==> src/rtl/edge_timestamp_fifo.sv <==
// edge_timestamp_fifo: stamps edge pulses with a free-running counter into a FWFT FIFO.
// Define TAG_DROP_CNT_EN to build the saturating 16-bit dropped-pulse counter.
module edge_timestamp_fifo #(
  parameter int TS_W   = 32,
  parameter int ADDR_W = 4
) (
  input  logic              clk,
  input  logic              enable,
  input  logic              pulse_in,
  input  logic              ts_clr,
  input  logic              rd_ready,
  input  logic              ovf_clr,
  output logic              rd_valid,
  output logic [TS_W-1:0]   rd_data,
  output logic [ADDR_W:0]   level,
  output logic              ovf,
  output logic              ts_wrap,
  output logic [15:0]       drop_cnt
);
  localparam logic [ADDR_W:0] DEPTH = (ADDR_W+1)'(2**ADDR_W);
  logic [TS_W-1:0]   cnt;
  logic [TS_W-1:0]   mem [2**ADDR_W];
  logic [ADDR_W-1:0] wr_ptr, rd_ptr;
  logic full, pop, push, drop;
  assign full     = level == DEPTH;
  assign rd_valid = level != '0;
  assign pop      = rd_valid & rd_ready;
  assign push     = pulse_in & (~full | pop);
  assign drop     = pulse_in & full & ~pop;
  assign rd_data  = rd_valid ? mem[rd_ptr] : '0;
  always_ff @(posedge clk or negedge enable) begin
    if (!enable) begin
      cnt     <= '0;
      ts_wrap <= 1'b0;
      wr_ptr  <= '0;
      rd_ptr  <= '0;
      level   <= '0;
      ovf     <= 1'b0;
    end else begin
      cnt     <= ts_clr ? '0 : cnt + 1'b1;
      ts_wrap <= ~ts_clr & (&cnt);
      wr_ptr  <= wr_ptr + ADDR_W'(push);
      rd_ptr  <= rd_ptr + ADDR_W'(pop);
      level   <= level + (ADDR_W+1)'(push) - (ADDR_W+1)'(pop);
      ovf     <= drop | (ovf & ~ovf_clr);
    end
  end
  // Storage needs no reset: level gates visibility of every entry.
  always_ff @(posedge clk) begin
    if (push & enable) mem[wr_ptr] <= cnt;
  end
`ifdef TAG_DROP_CNT_EN
  always_ff @(posedge clk or negedge enable) begin
    if (!enable) drop_cnt <= '0;
    else if (ovf_clr) drop_cnt <= 16'(drop);
    else if (drop & ~&drop_cnt) drop_cnt <= drop_cnt + 16'd1;
  end
`else
  assign drop_cnt = 16'h0;
`endif
endmodule

==> config.mk <==
export PLATFORM = sky130hd
export DESIGN_NAME = edge_timestamp_fifo
export DESIGN_NICKNAME = d
export VERILOG_FILES = /design/src/rtl/edge_timestamp_fifo.sv
export SDC_FILE = /design/constraint.sdc
export NUM_CORES = 1
export LEC_CHECK = 0
export BUFFER_PORTS_ARGS = -buffer_cell sky130_fd_sc_hd__buf_4
export CAP_MARGIN = 0
export CORE_MARGIN = 10
export CORE_UTILIZATION = 34
export CTS_BUF_LIST = sky130_fd_sc_hd__clkbuf_4 sky130_fd_sc_hd__clkbuf_8 sky130_fd_sc_hd__clkbuf_16
export DETAILED_ROUTE_END_ITERATION = 16
export GPL_TIMING_DRIVEN = 0
export PLACE_DENSITY = 0.53
export SLEW_MARGIN = 20
export SYNTH_ARGS = -nofsm -noshare
export SYNTH_HDL_FRONTEND = slang
export SYNTH_SLANG_ARGS = --single-unit
export TNS_END_PERCENT = 5
==> constraint.sdc <==
create_clock -name clk -period 4.5 [get_ports clk]
set_clock_uncertainty 0.1 [all_clocks]
set_input_delay 0.9 -clock clk [delete_from_list [all_inputs] [get_ports clk]]
set_output_delay 0.9 -clock clk [all_outputs]
set_load 0.02 [all_outputs]
---- Word-level counts from Yosys, hierarchy flattened ----
Memory sizes are Yosys's and may differ from the RTL's.
Index checks and enable logic that the tools add are counted.
operators by class
  $add $sub $neg .......................... 5
  equality and inequality tests ........... 1
  muxes and demuxes ....................... 4
  bitwise logic cells ..................... 13
  reductions and logical operators ........ 2
operator list
  operator               count
  $mux 32                2
  $add 32x1->32 const B  1
  $reduce_and 32->1      1
  $add 4x1->4            2
  $and 1x1->1            7
  $add 5x1->5            1
  $eq 5x5->1 const B     1
  $reduce_bool 5->1      1
  $sub 5x1->5            1
  $not 1->1              4
  $mux 1                 2
  $or 1x1->1             2
word-level totals
  register bits after elaboration ......... 47
  memory bits (writable) .................. 512
  bits of input ports ..................... 6
  logic and storage cells ................. 32
  memories kept ........................... 1
memory list
  memory  depth  bits a word  read ports  clocked after memory_dff  wr ports  RTL line  RTL
  mem     16     32           1           0                         1         22        logic [TS_W-1:0] mem [2**ADDR_W];

---- Logic depth before layout (Yosys ltp) ----
  word-level depth ........................ 7
  depth in mapped cells ................... 14
  gate-level depth less buffers ........... 14

---- Worst setup path before layout ----
No wires, ideal clock.
  path kind ............................... input to register
  from .................................... in rd_ready
  to ...................................... mem mem[0][0], enable pin
  data arrival time ....................... 3.608 ns
  setup slack ............................. 0.331 ns
  stages .................................. 4
  path through ............................ nand2b_1 > o21a_1 > nand4bb_1 > nor3_1
between the ends
  longest elaborated chain between the ends .. 6
ends and longest elaborated chain
  element                       RTL line  RTL
  from (decl)                   11        input logic rd_ready,
  $and 1x1->1                   27        assign pop = rd_valid & rd_ready;
  $or 1x1->1                    28        assign push = pulse_in & (~full | pop);
  $and 1x1->1                   28
  $and 1x1->1                   50        if (push & enable) mem[wr_ptr] <= cnt;
  $mux 1                        50
  $mux 1 (implied by the code)  50
  to (decl)                     22
Every way passes these cells.

---- Worst setup path after layout ----
  from .................................... reg rd_ptr[1]
  to ...................................... out rd_data[31]
between the ends
  longest elaborated chain between the ends .. 2
ends and longest elaborated chain
  element                 RTL line  RTL
  from (decl)             23        logic [ADDR_W-1:0] wr_ptr, rd_ptr;
  from (signal assigned)  43        rd_ptr <= rd_ptr + ADDR_W'(pop);
  $mem_v2 16x32           --
  $mux 32                 30        assign rd_data = rd_valid ? mem[rd_ptr] : '0;
  to (decl)               14        output logic [TS_W-1:0] rd_data,
Every way passes these cells.

==> impl_metrics.py <==
metrics = {
    "status": {
        "status": "completed",
    },
    "clock_tree": {
        "cts_buffers": 58,
        "postCtsSetupBuffers": 0,
        "cts_resized": 8,
        "clockRootBuffer": "clkbuf_16",
        "cts_tree": "done",
        "hold_buffers": 0,
        "clkTransAtPathRegs_ns": 0.06,
        "clock_latency_ns": 0.60,
        "cts_sinks": 559,
        "h-tree-depth": 2,
        "clk_path_buf_depth": 3,
    },
    "worst_setup_path": {
        "cp_top_family": "buffers and inverters",
        "cp.depth": 6,
        "reg2regPathDepth": 8,
        "endpoint": "rd_data[31]",
        "crit_buf_inv": 3,
        "cp-start-kind": "flip-flop",
        "crit_start": "rd_ptr[1]$_DFF_PN0_",
        "cpPeakStageDelay_ns": 0.82,
        "crit_path_max_fanout": 10,
        "cp_common_cell": "clkbuf_1",
        "r2r-start": "level[2]$_DFF_PN0_",
        "cp-end-kind": "output pin",
        "crit_path_top_delay_cell": "clkbuf_1",
        "required_ns": 3.50,
        "reg2reg_slack_ns": 1.29,
        "worstSetupPathType": "reg2out",
        "arrival_ns": 3.27,
        "r2r-end": "mem[2][11]$_DFFE_PP_",
        "path_cells": "clkbuf_1 -> clkbuf_1 -> mux4_2 -> mux2i_1 -> o22ai_1 -> buf_4",
    },
    "sta": {
        "post-route-min-period_ns": 4.27,
        "whs_ns": 0.226,
        "clock.fmax_ghz": 0.234,
        "rsz0062_at_grt": "no",
        "slew-limit-headroom_pct": 29.3,
        "tightest_slew_ns": 1.06,
        "drv_slew": 0,
        "timing.setup.tns_ns": 0,
        "setup_viol": 0,
        "finalCritPeriodShare_pct": 94.9,
        "hold_violations": 0,
    },
    "synthesis": {
        "synth_seq_cells": 559,
        "seq_area_frac_synth_pct": 75.6,
        "synth_top_area_share_pct": 70.2,
        "synth_area_per_cell_um2": 20.8,
        "ys_types": 39,
        "synth_edf_count": 512,
        "yosys.area.top_type": "edfxtp_1",
        "yosysWarningCount": 0,
        "synth_area_leaders": "edfxtp_1 (70%), mux4_2 (13%), dfrtp_1 (5.4%)",
        "netlist_area_mm2": 0.0219,
        "synth_flop_cell": "edfxtp_1",
        "syn_inst": 1054,
        "async_flop_share_pct": 8.41,
    },
    "route": {
        "drc": 0,
        "vias_per_cell": 5.05,
        "wl_per_cell_um": 23.6,
        "drt-pass1-iter-count": 5,
        "routed_wl_um": 49500,
        "via_count": 10600,
        "ant_nets": 0,
        "drt_iter0_markers": 896,
    },
    "pwr": {
        "powerDensity_mw_per_mm2": 598,
        "peakVddDrop_mv": 0.393,
        "leakage_uw": 0.00865,
        "finalPower_uw": 15400,
    },
    "placement": {
        "dp_hpwl_um": 32600,
        "gp_congestion": 0.737,
        "io_buffers": 45,
    },
    "global_routing": {
        "antenna_found_initial": 0,
        "grt_overflow": 0,
        "grt_pass1_vias": 11300,
        "grt_max_degree": 52,
        "gr-usage-all-layers_pct": 13.3,
        "grt_pass1_wl_um": 74900,
    },
    "finish": {
        "diodes": 0,
        "layout_common_cells": "edfxtp_1 (512), mux4_2 (128), buf_4 (75), mux2i_1 (64), clkbuf_16 (59)",
        "syn_to_final_growth_pct": 17.9,
        "layout-drive-gt1-share_pct": 28.6,
        "num-nets-final": 1224,
        "final_util_pct": 40.7,
        "mostFrequentLayoutCell": "edfxtp_1",
    },
    "flow_run": {
        "maxCapViolations": 0,
    },
    "hold_path": {
        "min_path_type": "in2async",
    },
    "floorplan": {
        "num_io_pins": 62,
        "die-height_um": 274,
        "rows": 92,
        "die_x_um": 274,
        "die_area_mm2": 0.0749,
        "initial_core_util_pct": 34.5,
        "fp.coreArea_mm2": 0.0634,
    },
}
## report_power, final
group | total [uW] | internal (uW) | leakage, uW | switching, uW
Sequential | 6020 | 5910 | 0.00537 | 104
Clock | 4590 | 2660 | 0.000912 | 1930
Combinational | 4820 | 2100 | 0.00236 | 2720
## registers in the layout, indices dropped and copies added, names as in the netlist
register,cells
mem,512
cnt,32
level,5
rd_ptr,4
wr_ptr,4
ovf,1
ts_wrap,1
## logic make-up (layout without fill, tap and decap cells)
group / Yosys count / in the layout / synth area share, %
DFF: 559 / 559 / 75.6
muxes: 192 / 192 / 16.1
and+or+nand+nor: 110 / 110 / 2.81
buffers and inverters: 88 / 271 / 1.90
AOI/OAI and AO/OA: 69 / 69 / 1.92
xor gates and xnor gates: 23 / 23 / 0.920
adders and majority gates: 12 / 12 / 0.720
other: 1 / 16 / 0.0171
## final cells by class
cell class / count / area [um^2]
plain buffers: 73 / 375
clock buffers: 73 / 1590
clock inverters: 33 / 229
fillers: 5559 / 37600
inverters: 15 / 56.3
multi-input cells: 422 / 5090
flip-flops and latches: 559 / 16600
well taps: 846 / 1060
repair buffers: 77 / 861
## how the worst min path moves through the flow
stage	endpoint	slack, ns
after CTS	level[2]$_DFF_PN0_	0.23
after detailed placement	rd_ptr[3]$_DFF_PN0_	0.40
final	level[3]$_DFF_PN0_	0.23
after global placement	rd_ptr[3]$_DFF_PN0_	0.40
after floorplan	rd_ptr[3]$_DFF_PN0_	0.36
after global routing	level[3]$_DFF_PN0_	0.26
## cell usage after synthesis (3+ instances only)
cell	instances
nor4_1	3
clkbuf_1	32
a21oi_1	17
edfxtp_1	512
buf_4	16
inv_1	15
o21ai_0	5
nand4_1	15
xor2_1	14
nand2_1	9
nand3_1	12
o31ai_1	11
mux4_2	128
nand2b_1	4
or4_1	12
buf_1	5
ha_1	11
mux2i_1	64
o22ai_1	32
nor2_1	30
nor3_1	4
buf_2	20
xnor2_1	9
and4_1	7
dfrtp_1	47
or3_1	5
## metrics by stage
stage / instance area, um^2 / setup slack (ns) / cells
after global routing: 25800 / 0.0258 / 2098
after CTS: 25800 / 0.0557 / 2098
final: 25800 / 0.229 / 2098
after global placement: 23300 / -2.73 / 1960
after floorplan: 21900 / 0.331 / 1069
after detailed placement: 24000 / 0.504 / 1992
## per-layer routing
metal  GRT usage [%]  share of wire [%]
met3            1.89                3.5
met4            3.15                1.6
met1            17.7                 45
met5               0                  0
met2            22.5                 50
(Power assumes the default switching activity.)
